--- src/rtl/tdm_pkg.sv ---
`timescale 1ns/1ps
`default_nettype none
// ============================================================================
// Module   : tdm_pkg
// Brief    : Shared TDM framing constants and state encodings (mux and demux).
// Revision : 1.0 - initial release
// ============================================================================
package tdm_pkg;

    localparam int NCH    = 8;
    localparam int SLOT_W = 3;

    typedef enum logic [0:0] {
        ST_HUNT   = 1'b0,
        ST_LOCKED = 1'b1
    } state_t;

endpackage
`default_nettype wire

--- src/rtl/tdm_demux8_if.sv ---
`timescale 1ns/1ps
`default_nettype none
// ============================================================================
// Module   : tdm_demux8_if
// Brief    : Slot stream in / parallel frame out bundle of the TDM demux.
// Revision : 1.0 - initial release
// ============================================================================
interface tdm_demux8_if #(
    parameter int WIDTH = 1
);
    logic [WIDTH-1:0]                         din;
    logic                                     din_valid;
    logic                                     frame_sync;
    logic [tdm_pkg::NCH*WIDTH-1:0]            dout;
    logic                                     dout_valid;
    logic [tdm_pkg::SLOT_W-1:0]               slot;
    logic                                     locked;
    logic                                     sync_err;

    modport master (
        output din, din_valid, frame_sync,
        input  dout, dout_valid, slot, locked, sync_err
    );

    modport slave (
        input  din, din_valid, frame_sync,
        output dout, dout_valid, slot, locked, sync_err
    );
endinterface
`default_nettype wire

--- src/rtl/tdm_demux8.sv ---
`timescale 1ns/1ps
`default_nettype none
// ============================================================================
// Module   : tdm_demux8
// Brief    : 8-slot TDM demultiplexer; publishes each complete frame in parallel.
// Revision : 1.0 - initial release
// ============================================================================
module tdm_demux8
    import tdm_pkg::*;
#(
    parameter int WIDTH = 1
) (
    input  wire logic   clk,
    input  wire logic   rst_n,
    tdm_demux8_if.slave bus
);

    localparam logic [SLOT_W-1:0] c_last_slot = SLOT_W'(NCH - 1);

    state_t                   r_state;
    state_t                   w_state_nxt;
    logic [SLOT_W-1:0]        r_slot;
    logic [SLOT_W-1:0]        w_slot_nxt;
    logic [SLOT_W-1:0]        w_wr_idx;
    logic                     w_wr_en;
    logic                     w_err;
    logic                     w_publish;
    logic [WIDTH-1:0]         r_shadow [NCH-1];
    logic [NCH*WIDTH-1:0]     r_dout;
    logic [NCH*WIDTH-1:0]     w_frame;
    logic                     r_dout_valid;
    logic                     r_sync_err;

    always_comb begin
        w_state_nxt = r_state;
        w_slot_nxt  = r_slot;
        w_wr_idx    = r_slot;
        w_wr_en     = 1'b0;
        w_err       = 1'b0;
        w_publish   = 1'b0;
        if (bus.din_valid) begin
            case (r_state)
                ST_HUNT: begin
                    if (bus.frame_sync) begin
                        w_wr_en     = 1'b1;
                        w_wr_idx    = '0;
                        w_slot_nxt  = SLOT_W'(1);
                        w_state_nxt = ST_LOCKED;
                    end
                end
                ST_LOCKED: begin
                    if (bus.frame_sync) begin
                        // A sync anywhere but slot 0 drops the partial frame and restarts it here
                        w_err      = (r_slot != '0);
                        w_wr_en    = 1'b1;
                        w_wr_idx   = '0;
                        w_slot_nxt = SLOT_W'(1);
                    end else if (r_slot == '0) begin
                        w_err       = 1'b1;
                        w_state_nxt = ST_HUNT;
                    end else begin
                        w_wr_en    = 1'b1;
                        w_slot_nxt = r_slot + SLOT_W'(1);
                        w_publish  = (r_slot == c_last_slot);
                    end
                end
                default: w_state_nxt = ST_HUNT;
            endcase
        end
    end

    // The final slot bypasses the shadow bank and lands directly in dout
    always_comb begin
        w_frame = '0;
        for (int k = 0; k < NCH - 1; k++) begin
            w_frame[k*WIDTH +: WIDTH] = r_shadow[k];
        end
        w_frame[(NCH-1)*WIDTH +: WIDTH] = bus.din;
    end

    always_ff @(posedge clk or negedge rst_n) begin
        if (!rst_n) begin
            r_state      <= ST_HUNT;
            r_slot       <= '0;
            r_dout       <= '0;
            r_dout_valid <= 1'b0;
            r_sync_err   <= 1'b0;
            for (int k = 0; k < NCH - 1; k++) begin
                r_shadow[k] <= '0;
            end
        end else begin
            r_state      <= w_state_nxt;
            r_slot       <= w_slot_nxt;
            r_dout_valid <= w_publish;
            r_sync_err   <= w_err;
            for (int k = 0; k < NCH - 1; k++) begin
                if (w_wr_en && (w_wr_idx == SLOT_W'(k))) begin
                    r_shadow[k] <= bus.din;
                end
            end
            if (w_publish) begin
                r_dout <= w_frame;
            end
        end
    end

    assign bus.dout       = r_dout;
    assign bus.dout_valid = r_dout_valid;
    assign bus.slot       = r_slot;
    assign bus.locked     = (r_state == ST_LOCKED);
    assign bus.sync_err   = r_sync_err;

endmodule
`default_nettype wire

--- src/flat_wrapper.sv ---
// flat-port wrapper written by rule: the top's interface ports become plain ports
module tdm_demux8_flat import tdm_pkg::*;
#(
    parameter int WIDTH = 1
)
  (clk, rst_n, bus_din, bus_din_valid, bus_frame_sync, bus_dout, bus_dout_valid, bus_slot, bus_locked, bus_sync_err);
  tdm_demux8_if #(.WIDTH(WIDTH)) bus_i ();
  input  wire logic clk;
  input  wire logic rst_n;
  input wire logic [$bits(bus_i.din)-1:0] bus_din;
  input wire logic [$bits(bus_i.din_valid)-1:0] bus_din_valid;
  input wire logic [$bits(bus_i.frame_sync)-1:0] bus_frame_sync;
  output wire logic [$bits(bus_i.dout)-1:0] bus_dout;
  output wire logic [$bits(bus_i.dout_valid)-1:0] bus_dout_valid;
  output wire logic [$bits(bus_i.slot)-1:0] bus_slot;
  output wire logic [$bits(bus_i.locked)-1:0] bus_locked;
  output wire logic [$bits(bus_i.sync_err)-1:0] bus_sync_err;
  assign bus_i.din = bus_din;
  assign bus_i.din_valid = bus_din_valid;
  assign bus_i.frame_sync = bus_frame_sync;
  assign bus_dout = bus_i.dout;
  assign bus_dout_valid = bus_i.dout_valid;
  assign bus_slot = bus_i.slot;
  assign bus_locked = bus_i.locked;
  assign bus_sync_err = bus_i.sync_err;
  tdm_demux8 #(.WIDTH(WIDTH)) u_core (.clk(clk), .rst_n(rst_n), .bus(bus_i));
endmodule
--- config.mk ---
export PLATFORM = sky130hd
export DESIGN_NAME = tdm_demux8_flat
export DESIGN_NICKNAME = d
export VERILOG_FILES = /design/src/rtl/tdm_pkg.sv /design/src/rtl/tdm_demux8_if.sv /design/src/rtl/tdm_demux8.sv /design/src/flat_wrapper.sv
export SDC_FILE = /design/constraint.sdc
export NUM_CORES = 1
export LEC_CHECK = 0
export ABC_CLOCK_PERIOD_IN_PS = 2500
export BUFFER_PORTS_ARGS = -buffer_cell sky130_fd_sc_hd__buf_4
export CAP_MARGIN = 20
export CORE_MARGIN = 5
export CORE_UTILIZATION = 54
export CTS_BUF_LIST = sky130_fd_sc_hd__clkbuf_16
export DETAILED_ROUTE_END_ITERATION = 16
export PLACE_DENSITY = 0.77
export SETUP_SLACK_MARGIN = 0.4
export SKIP_CTS_REPAIR_TIMING = 1
export SYNTH_ARGS = -nofsm -noshare
export SYNTH_HDL_FRONTEND = slang
export SYNTH_SLANG_ARGS = --single-unit
--- constraint.sdc ---
create_clock -name clk -period 2.5 [get_ports clk]
set_clock_uncertainty 0.1 [all_clocks]
set_input_delay 0.5 -clock clk [delete_from_list [all_inputs] [get_ports clk]]
set_output_delay 0.5 -clock clk [all_outputs]
set_load 0.1 [all_outputs]
==> out/qor.yml <==
yosys:
  synth_warnings: 0
  syn_area_per_cell_um2: 13.0
  synthMuxAreaShare_pct: 15.5
  synth_seq_area_share_pct: 46.5
  synth_cell_types: 35
  synth_top_area_cell: "dfrtp_1"
  synth.top_cell.area_share_pct: 46.5
  synthTopCellsByArea: "dfrtp_1, mux2_2, ha_1"
  synth_fa_ha_area_share_pct: 4.42
  yosys.area_share.xor_xnor_pct: 0
  netlist_area_um2: 1130
  synth_top_family_by_area: "simple AND/OR/NAND/NOR gates"
  synth_nets: 96
  syn_inst: 87
  synthSimpleGateAreaFrac_pct: 18.6
  synth-compound-area-share_pct: 8.41
  ys_seq_elements: 21
detailed_routing:
  dr.pass1.iters: 4
  wl_per_cell_um: 15.5
  drt-initial-drc-count: 5
  viasPerCell: 5.35
  ant_nets: 0
  num_vias: 701
  drc: 0
  wl_mm: 2.03
flow_run:
  maxCapViolations: 0
die:
  dieArea_um2: 3110
  rows: 16
  die_h_um: 55.8
  die_w_um: 55.8
  io_pins: 19
  initial_utilization_pct: 57.1
  core_um2: 1980
clocking:
  cts_buffers: 3
  h-tree-depth: 1
  cts_sinks: 21
  cts_root_buffer: "clkbuf_16"
  cts_buffer_depth: 2
  clock_latency_ns: 0.25
  cts_tree: "built"
  clk_pin_slew_worst_paths_ns: 0.06
global_routing:
  grt_first_pass_wirelength_mm: 3.39
  track_usage_pct: 14.1
  antenna_found_initial: 0
  grt_pass1_vias: 702
  grt_max_degree: 22
  overflow: 0
timing:
  drv_slew: 0
  setup-tns-final_ns: 0
  hold-worst-slack_ns: 0.0179
  setup_viol: 0
  slew-limit-headroom_pct: 68.6
  max_freq_ghz: 0.504
  period_minus_slack_ns: 1.98
  rsz0062_at_grt: "no"
  min_period_over_period_pct: 79.3
  tightest_slew_ns: 0.471
  hold_viol_final: 0
  setup_ws_ns: 0.517
layout:
  area_growth_pct: 20.2
  fin_nets: 114
  diodes: 0
  drive_gt1_share_pct: 48.1
  utilization_pct: 68.6
worst_hold_path:
  hold_path.class: "in -> async"
placed_design:
  hpwlAfterDp_mm: 1.50
  place_ws_ns: 0.479
  io_buffers: 18
  gp_congestion: 0.832
setup_path:
  reg2reg_slack_ns: 0.52
  critPathMaxFanout: 11
  timing.rr.start: "u_core.bus.slot[0]$_DFFE_PN0P_"
  criticalPathCategory: "reg -> reg"
  r2r_cells: 7
  cp-end-kind: "register"
  crit_arrival_ns: 2.02
  startpoint_type: "register"
  r2r-end: "u_core.r_shadow[1]$_DFFE_PN0P_"
  cp.required_ns: 2.54
outcome:
  status: "finished clean"
## sequential cells by signal (all words and copies together) (netlist names)
register	flops
u_core.bus.sync_err	1
u_core.r_shadow	7
u_core.bus.slot	3
u_core.bus.dout_valid	1
u_core.bus.dout	8
u_core.bus.locked	1
## placed cells by master, fill, tap and decap left out, types with 2 or more instances in the layout
cell and instances:
a22oi_1 2, mux2_4 3, a32oi_1 2, nor2_1 2
nand3_1 3, dfrtp_4 2, clkbuf_16 3, nand2_1 5
dfrtp_1 18, mux2_2 10, ha_1 3, o22ai_1 2
inv_1 6, buf_4 19
## kinds of logic after synthesis
family | after synthesis
buf+inv | 12
fa+ha+maj | 4
simple gates | 23
mux | 15
flops | 21
compound gates | 12
## through the flow
stage          std cells  cell area, um^2
2_1_floorplan         87             1160
5_1_grt              131             1360
4_1_cts              130             1350
6_report             131             1360
3_3_place_gp         126             1270
3_5_place_dp         126             1270
## layout make-up
type                       count  area, um^2
inverter                       6        22.5
tap                           27        33.8
clock buffer                   3        75.1
clock inverter                 1        5.00
multi-input combinational     54         547
sequential                    21         534
timing repair buffer          19         143
fill                         135         622
## critical path: stages, from the launching register on
cell and delay (ns):
dfrtp_4 0.48, inv_1 0.06, ha_1 0.19, nor2b_4 0.13, ha_4 0.18, and2b_1 0.28
nand3_1 0.13, mux2_4 0.31
## Yosys cell counts
master      n
nand4b_4    1
nor2_8      1
and4bb_1    1
nand2_1     5
nor2b_4     1
or2_2       1
a21boi_2    1
and2b_1     1
nor4_2      1
nor2_1      2
and2_1      1
nor4b_2     1
mux2_2     10
nand3b_4    1
buf_6       3
inv_1       6
o211ai_1    1
mux2_1      2
nor2b_1     1
nor3b_2     1
o32ai_1     1
buf_4       2
nand3_1     3
mux2i_1     1
a22oi_1     2
a32oi_1     2
and4bb_2    1
clkbuf_1    1
a21oi_1     1
o22ai_1     2
dfrtp_1    21
o2bb2ai_1   1
ha_1        4
mux2_4      2
o2111ai_1   1
## worst max-delay path by stage
stage | from | to | slack [ns] | cells past startpoint
global route | u_core.bus.slot[0]$_DFFE_PN0P_ | u_core.r_shadow[1]$_DFFE_PN0P_ | 0.43 | 7
floorplan | u_core.bus.slot[0]$_DFFE_PN0P_ | u_core.r_shadow[0]$_DFFE_PN0P_ | 0.30 | 8
detailed placement | u_core.bus.slot[0]$_DFFE_PN0P_ | u_core.r_shadow[1]$_DFFE_PN0P_ | 0.48 | 7
CTS | u_core.bus.slot[1]$_DFFE_PN0P_ | u_core.r_shadow[1]$_DFFE_PN0P_ | 0.47 | 7
finish | u_core.bus.slot[0]$_DFFE_PN0P_ | u_core.r_shadow[1]$_DFFE_PN0P_ | 0.52 | 7
global placement | u_core.bus.slot[1]$_DFFE_PN0P_ | u_core.r_shadow[1]$_DFFE_PN0P_ | 0.51 | 7
## layer usage
layer  global-route usage [%]  vias to the layer above  part of all wire (%)  wire length [um]
li1                         -                      344                     -                 -
met1                     18.2                      335                    44               896
met2                     22.5                       20                    50              1000
met3                     2.55                        2                   4.8                97
met4                     7.29                        0                   1.4                29
met5                        0                        -                     0                 0
Power is not shown: default switching activity piles up to over one toggle a cycle in this logic, so the estimate is an artifact.
